## src/rtl/final_cpa_seq_if.sv

```systemverilog
// ============================================================================
// final_cpa_seq_if : SUM/CARRY input and resolved-word output handshake bundle
// Optional ovf member present when FINAL_CPA_OVF_EN is defined.  Rev 1.0
// ============================================================================
`default_nettype none

interface final_cpa_seq_if #(
    parameter int W = 64
);
    logic         in_valid;
    logic         in_ready;
    logic [W-1:0] sum_row;
    logic [W-1:0] carry_row;
    logic         out_valid;
    logic         out_ready;
    logic [W-1:0] result;
`ifdef FINAL_CPA_OVF_EN
    logic [1:0]   ovf;
`endif

    modport slave (
`ifdef FINAL_CPA_OVF_EN
        output ovf,
`endif
        input  in_valid,
        output in_ready,
        input  sum_row,
        input  carry_row,
        output out_valid,
        input  out_ready,
        output result
    );

    modport master (
`ifdef FINAL_CPA_OVF_EN
        input  ovf,
`endif
        output in_valid,
        input  in_ready,
        output sum_row,
        output carry_row,
        input  out_valid,
        output out_ready,
        input  result
    );
endinterface

`default_nettype wire

```

## src/rtl/final_cpa_seq.sv

```systemverilog
// ============================================================================
// final_cpa_seq : multi-cycle chunked carry-propagate adder, RESULT = SUM + (CARRY<<1)
// Define FINAL_CPA_OVF_EN to add the 2-bit ovf output.  Rev 1.0
// ============================================================================
`default_nettype none

module final_cpa_seq #(
    parameter int W     = 64,
    parameter int CHUNK = 16
) (
    input  logic           clk,
    input  logic           rst,
    final_cpa_seq_if.slave bus
);
    localparam int N    = W / CHUNK;
    localparam int IDXW = (N > 1) ? $clog2(N) : 1;
    localparam logic [IDXW-1:0] LAST_IDX = IDXW'(N - 1);
    localparam logic [IDXW-1:0] IDX_ONE  = IDXW'(1);

    generate
        if (W % CHUNK != 0) begin : g_chunk_check
            $error("final_cpa_seq: W must be a multiple of CHUNK");
        end
    endgenerate

    typedef enum logic [1:0] {
        S_IDLE = 2'd0,
        S_RUN  = 2'd1,
        S_HOLD = 2'd2
    } state_t;

    state_t          state_q;
    logic [IDXW-1:0] idx_q;
    logic            c_q;
    logic [W-1:0]    opa_q;
    logic [W-1:0]    opb_q;
    logic [W-1:0]    result_q;
    logic            in_ready_q;
    logic            out_valid_q;
    logic [CHUNK:0]  chunk_sum_d;
`ifdef FINAL_CPA_OVF_EN
    logic            top_q;
    logic [1:0]      ovf_q;
`endif

    always_comb begin
        chunk_sum_d = {1'b0, opa_q[idx_q*CHUNK +: CHUNK]}
                    + {1'b0, opb_q[idx_q*CHUNK +: CHUNK]}
                    + {{CHUNK{1'b0}}, c_q};
    end

    always_ff @(posedge clk or posedge rst) begin
        if (rst) begin
            state_q     <= S_IDLE;
            idx_q       <= '0;
            c_q         <= 1'b0;
            opa_q       <= '0;
            opb_q       <= '0;
            result_q    <= '0;
            in_ready_q  <= 1'b1;
            out_valid_q <= 1'b0;
`ifdef FINAL_CPA_OVF_EN
            top_q       <= 1'b0;
            ovf_q       <= 2'd0;
`endif
        end else begin
            case (state_q)
                S_IDLE: begin
                    if (bus.in_valid) begin
                        // CARRY bit i carries weight i+1; its top bit falls outside the word
                        opa_q      <= bus.sum_row;
                        opb_q      <= {bus.carry_row[W-2:0], 1'b0};
                        idx_q      <= '0;
                        c_q        <= 1'b0;
                        in_ready_q <= 1'b0;
                        state_q    <= S_RUN;
`ifdef FINAL_CPA_OVF_EN
                        top_q      <= bus.carry_row[W-1];
`endif
                    end
                end
                S_RUN: begin
                    result_q[idx_q*CHUNK +: CHUNK] <= chunk_sum_d[CHUNK-1:0];
                    c_q <= chunk_sum_d[CHUNK];
                    if (idx_q == LAST_IDX) begin
                        out_valid_q <= 1'b1;
                        state_q     <= S_HOLD;
`ifdef FINAL_CPA_OVF_EN
                        ovf_q       <= {1'b0, chunk_sum_d[CHUNK]} + {1'b0, top_q};
`endif
                    end else begin
                        idx_q <= idx_q + IDX_ONE;
                    end
                end
                S_HOLD: begin
                    if (bus.out_ready) begin
                        out_valid_q <= 1'b0;
                        in_ready_q  <= 1'b1;
                        state_q     <= S_IDLE;
                    end
                end
                default: begin
                    state_q     <= S_IDLE;
                    in_ready_q  <= 1'b1;
                    out_valid_q <= 1'b0;
                end
            endcase
        end
    end

    assign bus.in_ready  = in_ready_q;
    assign bus.out_valid = out_valid_q;
    assign bus.result    = result_q;
`ifdef FINAL_CPA_OVF_EN
    assign bus.ovf       = ovf_q;
`endif

endmodule

`default_nettype wire

```

## src/flat_wrapper.sv

```systemverilog
// flat-port wrapper written by rule: the top's interface ports become plain ports
module final_cpa_seq_flat 
#(
    parameter int W     = 64,
    parameter int CHUNK = 16
)
  (clk, rst, bus_in_valid, bus_in_ready, bus_sum_row, bus_carry_row, bus_out_valid, bus_out_ready, bus_result);
  final_cpa_seq_if #(.W(W)) bus_i ();
  input  logic clk;
  input  logic rst;
  input wire logic [$bits(bus_i.in_valid)-1:0] bus_in_valid;
  output wire logic [$bits(bus_i.in_ready)-1:0] bus_in_ready;
  input wire logic [$bits(bus_i.sum_row)-1:0] bus_sum_row;
  input wire logic [$bits(bus_i.carry_row)-1:0] bus_carry_row;
  output wire logic [$bits(bus_i.out_valid)-1:0] bus_out_valid;
  input wire logic [$bits(bus_i.out_ready)-1:0] bus_out_ready;
  output wire logic [$bits(bus_i.result)-1:0] bus_result;
  assign bus_i.in_valid = bus_in_valid;
  assign bus_in_ready = bus_i.in_ready;
  assign bus_i.sum_row = bus_sum_row;
  assign bus_i.carry_row = bus_carry_row;
  assign bus_out_valid = bus_i.out_valid;
  assign bus_i.out_ready = bus_out_ready;
  assign bus_result = bus_i.result;
  final_cpa_seq #(.W(W), .CHUNK(CHUNK)) u_core (.clk(clk), .rst(rst), .bus(bus_i));
endmodule
```

## config.mk

```make
export PLATFORM = sky130hd
export DESIGN_NAME = final_cpa_seq_flat
export DESIGN_NICKNAME = d
export VERILOG_FILES = /design/src/rtl/final_cpa_seq_if.sv /design/src/rtl/final_cpa_seq.sv /design/src/flat_wrapper.sv
export SDC_FILE = /design/constraint.sdc
export NUM_CORES = 1
export LEC_CHECK = 0
export CAP_MARGIN = 30
export CORE_MARGIN = 2
export CORE_UTILIZATION = 47
export CTS_CLUSTER_DIAMETER = 50
export DETAILED_ROUTE_END_ITERATION = 7
export PLACE_DENSITY_LB_ADDON = 0.05
export SLEW_MARGIN = 10
export SYNTH_ARGS = -nofsm -noshare
export SYNTH_HDL_FRONTEND = slang
export SYNTH_SLANG_ARGS = --single-unit
```

## constraint.sdc

```tcl
create_clock -name clk -period 7.35 [get_ports clk]
set_clock_uncertainty 0.2 [all_clocks]
set_input_delay 0.735 -clock clk [delete_from_list [all_inputs] [get_ports clk]]
set_output_delay 0.735 -clock clk [all_outputs]
set_load 0.005 [all_outputs]
```

==> key figures, run 1 <==
Run status
  – Outcome: complete, no violations

Layout
  – Layout cells sized above 1: between 20 and 25%
  – Final nets: between 900 and 1,000
  – Multi-input gate area: between 3000 and 4000 um^2
  – Non-Filler Instances: about 1,100
  – Most frequent cells in the layout: 196 x clkdlybuf4s50_1, 195 x dfrtp_1, 128 x mux2_2
  – Fillers: around 1,400
  – Commonest non-fill, non-tap cell in the layout: clkdlybuf4s50_1
  – Post-Layout Inst Area: between 10,000 and 15,000 um^2
  – Diode count: 0
  – Reg area: ~5000 um^2
  – Area overhead of the layout relative to synthesis: 31.2%

Power
  – Comb power frac: approximately 55%
  – Sw frac: roughly 41%
  – Worst vdd ir: 373 uV
  – P_int: ~0.0036 W
  – Seq pwr share: a little under a third
  – Pleak: around 4.9 nW
  – Sw power: between 0.002 and 0.003 W
  – Power Density: 531 nW/um^2
  – Clock power share: between 10 and 15%

Routing
  – DR WL/cell: slightly below 20 um
  – Total number of vias: 6,047
  – Final WL: about 21 mm
  – # DRC: 0
  – DRT Pass-1 Iters: 5
  – Antenna-violating nets left: 0
  – Drt initial violations: 276
  – Via density: ~5.6

Timing
  – Final Max Slew Viols: 0
  – Clock period minus worst slack: ~4.4 ns
  – Peak Freq: approximately 220 MHz
  – Final hold vios: 0
  – Slew at the pin closest to its max-slew limit: 0.879 ns
  – RSZ-0062 raised after global routing: no
  – Tcrit/Tclk final: 60.5%
  – Max-Slew Margin vs Limit: 41.1%
  – Setup TNS: 0 ns
  – Setup violations, final: 0

CTS
  – Clock Path Buffers: 2
  – Worst-path clk slew: 0.07 ns
  – Htree depth: 4
  – Clock Latency Late Sink: approximately 0.42 ns
  – Sink Count: roughly 200
  – CTS tree: done
  – Cts repair resizes: 0
  – Post-CTS Setup Bufs: 0
  – CTS root buffer: clkbuf_16
  – CTS buffer count: 17
  – CTS Hold Buffers Added: 0

GRT
  – Largest net degree at the start of global routing: roughly 130
  – Total grt overflow: 0
  – First-pass GRT wire length: between 30 and 40 mm
  – Total GRT Usage: 21.8%
  – Vias in the first global route: between 6,000 and 7,000
  – Initial antenna violation count: 0

Placed design
  – HPWL Detailed: about 15 mm
  – Port buffer count: 196
  – Placed insts: a little over 1,000
  – Placed cell areas: between 10,000 and 15,000 um^2
  – Routability Congestion: 0.835

Worst setup path
  – Worst path required time: 7.42 ns
  – CP max stage delay: between 0.7 and 0.8 ns
  – Crit path capture type: flip-flop
  – Ordered cell list for the critical path: buf_4, mux4_2, ha_1, a211o_1, a21oi_1, o21a_1, o21ai_0, nor3_1, o21ai_0
  – Critical Path AT: 4.51 ns
  – Crit path top cell by count: o21ai_0
  – Worst-path maximum fanout: 21
  – Slowest-stage cell, CP: dfrtp_2
  – Top delay family on crit path: compound AO/OA/AOI/OAI gates
  – Setup crit start kind: flip-flop
  – CP Buf/Inv Count: 1
  – WS Path Type: flip-flop to flip-flop

Synth
  – Top cell type by total area after synthesis: dfrtp_1
  – Yosys top cell area share: between 50% and 60%
  – Top_reg_cell synth: dfrtp_1
  – Flops & latches, synth: about 200
  – Post-Syn Instances: approximately 640
  – Syn nets: between 700 and 800
  – Netlist Area Pre-Place: 8910 um^2
  – Fraction of registers with async set/reset: 100%
  – Post-synth EDFFs: 0
  – Count of unique library cells instantiated by Yosys: between 40 and 50
  – Largest cells by area after synthesis: dfrtp_1 55%, mux2_2 16%, mux4_2 7.8%
  – Syn Area/Cell: 13.9 um^2
  – Seq/Total Area, Yosys: between 50% and 60%
  – Yosys warns: 0

Floorplanning
  – Die area: ~20,000 um^2
  – Die Span Y: 142 um
  – Initial Utilization: between 40% and 50%
  – IO Count: between 150 and 200
  – Die width: 142 um
  – Core box area: between 15,000 and 20,000 um^2
  – Std-Cell Rows: 50

Min path
  – Worst hold path class: flip-flop to flip-flop

Job
  – Max-Cap Viols: 0
==> worst register-to-register path, cell delays in order, from the launching register on <==
cell and delay (ns):
dfrtp_2 0.79, buf_4 0.52, mux4_2 0.59, ha_1 0.46
a211o_1 0.34, a21oi_1 0.30, o21a_1 0.17, o21ai_0 0.07
nor3_1 0.62, o21ai_0 0.22
==> sequential cells by signal, summed over array words and instances (netlist names) <==
| signal | count |
|---|---|
| u_core.bus.in_ready | 1 |
| u_core.bus.out_valid | 1 |
| u_core.bus.result | 64 |
| u_core.c_q | 1 |
| u_core.idx_q | 2 |
| u_core.opa_q | 64 |
| u_core.opb_q | 63 |
| u_core.state_q | 2 |
==> metal layers <==
layer | track usage [%] | wire, um
met5 | 0 | 0
met4 | 5.47 | 234
met3 | 4.52 | 1010
met2 | 38.5 | 11000
met1 | 27.7 | 8950
==> cell type report <==
class / count / area share [%]
Clock buffer: 20 / 3.91
Clock inverter: 10 / 1.05
Inverter: 9 / 0.353
Multi-Input combinational cell: 396 / 32.2
Sequential cell: 198 / 42.4
Tap cell: 234 / 2.50
Timing Repair Buffer: 204 / 17.6
==> cell usage after synthesis, drive strengths merged (3+ instances only) <==
library cell  instances
buf                  22
a21o                  3
xor2                  6
nor3                  5
ha                   21
a22o                 44
nand2                39
a21oi                15
mux2                128
nand4                 4
o21a                  5
nand3                 6
mux4                 31
clkbuf               14
nand2b                3
dfrtp               197
o21ai                32
nor2b                 4
inv                   9
xnor2                 4
nor2                 18
==> stage by stage <==
step / hold WS (ns) / worst slack, ns / total power, W / util (%)
after floorplan: 0.273 / 1.02 / 0.00410 / -
after global placement: 0.265 / 3.01 / 0.00518 / 59.3
after detailed placement: 0.275 / 2.92 / 0.00530 / 59.4
after CTS: 0.290 / 2.90 / 0.00624 / 62.5
after global routing: 0.315 / 2.61 / 0.00663 / 62.7
final: 0.286 / 2.91 / 0.00621 / 62.7
==> kinds of logic after synthesis <==
group,count (synthesis),share of synthesized area (%)
AO/OA/AOI/OAI,116,9.25
XOR/XNOR,10,0.983
adder cells (fa/ha/maj),23,3.40
buffers and inverters,45,2.20
flip-flops,198,55.6
multiplexers,161,24.2
AND/OR/NAND/NOR,86,4.34
==> path summary, 6_finish.rpt <==
check	startpoint	to	slack, ns	depth (start not counted)
max reg2reg	u_core.idx_q[0]	u_core.bus.result[30]	2.91	9
max in group asynchronous	rst	u_core.opb_q[35]	5.13	5
min in group asynchronous	rst	u_core.bus.result[28]	0.40	2
max	u_core.idx_q[0]	u_core.bus.result[30]	2.91	9
min	u_core.bus.result[39]	u_core.bus.result[39]	0.29	2
min reg2reg	u_core.bus.result[39]	u_core.bus.result[39]	0.29	2
==> power by group through the flow <==
stage | Combinational (W) | Sequential, W | Clock (W)
after detailed placement | 0.00338 | 0.00192 | 0
after CTS | 0.00340 | 0.00190 | 0.000948
after floorplan | 0.00230 | 0.00180 | 0
final | 0.00339 | 0.00189 | 0.000927
after global routing | 0.00367 | 0.00196 | 0.000999
after global placement | 0.00330 | 0.00188 | 0
Power figures use the tool's default switching activity.
==> run 2: changes to the inputs <==
clock period = 4.14 ns   (was 7.35 ns; I/O delays follow)
==> run 2 against run 1 <==
Effect of this change:
- critical path depth is 1 higher
- non-clock buffer count is 3 higher
- register-to-register slack lost 2.4 ns
- clock-buffer cell count grew 2
- clock power increased by 72%
- via count is 1.4% lower
- hold slack lost 0.042 ns
- die area stayed put
==> key figures, run 2 (synthesis gave the netlist of run 1 again) <==
Layout
  – Post-Layout Inst Area: between 10,000 and 15,000 um^2
  – Area overhead of the layout relative to synthesis: 31.2%
  – Multi-input gate area: about 3800 um^2
  – Commonest non-fill, non-tap cell in the layout: clkdlybuf4s50_1
  – Most frequent cells in the layout: 196 x clkdlybuf4s50_1, 195 x dfrtp_1, 128 x mux2_2
  – Diode count: 0
  – Non-Filler Instances: roughly 1,100
  – Reg area: between 4000 and 5000 um^2
  – Core Util, Final: 62.8%
  – Fillers: 1,459
  – Layout cells sized above 1: approximately a quarter
  – Final nets: approximately 1,000

Routing
  – Antenna-violating nets left: 0
  – Drt initial violations: between 200 and 300
  – DRT Pass-1 Iters: 5
  – Via density: approximately 5.5
  – Total number of vias: around 6,000
  – DR WL/cell: approximately 20 um
  – # DRC: 0
  – Final WL: around 21 mm

Worst setup path
  – R2r startpoint: u_core.idx_q[0]
  – WS Path Type: flip-flop to flip-flop
  – Crit path to: u_core.bus.result[14]
  – RR Endpoint: u_core.bus.result[14]
  – Worst path required time: ~4.2 ns
  – Crit path capture type: flip-flop
  – Worst-path maximum fanout: 20
  – R2R depth: 10
  – Critical path launch point: u_core.idx_q[0]
  – Setup crit start kind: flip-flop
  – Critical Path AT: 3.70 ns
  – R2R setup slack: 0.54 ns

CTS
  – Sink Count: about 200
  – Clock Path Buffers: 2
  – CTS tree: done
  – Worst-path clk slew: 0.07 ns
  – CTS root buffer: clkbuf_16
  – Htree depth: 4
  – CTS Hold Buffers Added: 0
  – Cts repair resizes: 0
  – Post-CTS Setup Bufs: 0
  – CTS buffer count: 17
  – Clock Latency Late Sink: 0.43 ns

GRT
  – Vias in the first global route: approximately 6,300
  – Initial antenna violation count: 0
  – First-pass GRT wire length: roughly 34 mm
  – Largest net degree at the start of global routing: just under 200
  – Total grt overflow: 0
  – Total GRT Usage: 21.9%

Floorplanning
  – Die Span Y: 142 um
  – Die area: 20,100 um^2
  – IO Count: a little under 200
  – Initial Utilization: between 40 and 50%
  – Core box area: between 15,000 and 20,000 um^2
  – Std-Cell Rows: 50
  – Die width: approximately 140 um

Timing
  – Setup violations, final: 0
  – Final Max Slew Viols: 0
  – Peak Freq: approximately 280 MHz
  – Slew at the pin closest to its max-slew limit: around 1.3 ns
  – Max-Slew Margin vs Limit: 14.1%
  – Setup TNS: 0 ns
  – Tcrit/Tclk final: between 80% and 90%
  – Clock period minus worst slack: roughly 3.6 ns
  – Final hold vios: 0
  – RSZ-0062 raised after global routing: no

Placed design
  – HPWL Detailed: roughly 16 mm
  – Placed cell areas: approximately 11,000 um^2
  – Placed insts: 1,044
  – Routability Congestion: just over 0.8
  – Port buffer count: about 200

Power
  – Power Density: about 950 nW/um^2
  – Total power: between 0.01 and 0.015 W
  – Seq pwr share: between 20% and 30%
  – Comb power frac: 55.9%
  – Pleak: 4.87 nW
  – Worst vdd ir: around 780 uV
  – Sw power: 0.00458 W
  – Clock power share: between 10% and 20%
  – P_int: between 0.006 and 0.007 W
  – Sw frac: between 40% and 50%

Job
  – Max-Cap Viols: 0

Min path
  – Worst hold path class: primary input to asynchronous set/reset pin

Run status
  – Outcome: complete, no violations
## run 2: cell type report
class	count	area share, %
clock inverter	9	0.834
inverter	9	0.321
multi-input combinational	396	32.2
timing repair buffer	207	17.8
sequential	198	42.4
clock buffer	22	3.97
tap	234	2.50
## run 2: how the worst min path moves through the flow
stage                           from                     to  slack, ns  cells past startpoint
2_1_floorplan  u_core.bus.result[14]  u_core.bus.result[14]       0.27                      2
3_3_place_gp   u_core.bus.result[23]  u_core.bus.result[23]       0.26                      2
3_5_place_dp   u_core.bus.result[33]  u_core.bus.result[33]       0.27                      2
4_1_cts        u_core.bus.result[33]  u_core.bus.result[33]       0.29                      2
5_1_grt             u_core.opa_q[36]       u_core.opa_q[36]       0.31                      1
6_report                         rst  u_core.bus.result[24]       0.24                      3
## run 2: power groups by stage
stage	registers, W	logic (W)	clock network (W)
after floorplan	0.00319	0.00409	0
after global placement	0.00327	0.00605	0
after detailed placement	0.00335	0.00622	0
after CTS	0.00331	0.00624	0.00163
after global routing	0.00341	0.00675	0.00172
final	0.00330	0.00622	0.00159
## run 2: metal layers
metal,vias up,part of all wire (%),routed length [um],track usage (%)
met5,-,0,0,0
met4,0,2.6,540,8.00
met3,35,4.9,1040,5.26
met2,168,51,10900,37.9
met1,3008,41,8710,27.0
li1,2751,-,-,-
## run 2: per-stage QoR
stage                     setup slack [ns]  hold slack [ns]
after detailed placement             0.541            0.270
after global routing                 0.336            0.310
after CTS                            0.503            0.285
after floorplan                      0.576            0.273
after global placement               0.572            0.265
final                                0.541            0.244
## run 2: worst max-delay path: stages, from the launching register on
cell and delay (ns):
dfrtp_2 0.40, buf_4 0.37, mux4_2 0.61, ha_1 0.44
a211o_1 0.34, a21oi_1 0.32, o21a_1 0.17, o21ai_0 0.07
nor3_1 0.27, buf_4 0.19, o21ai_0 0.09
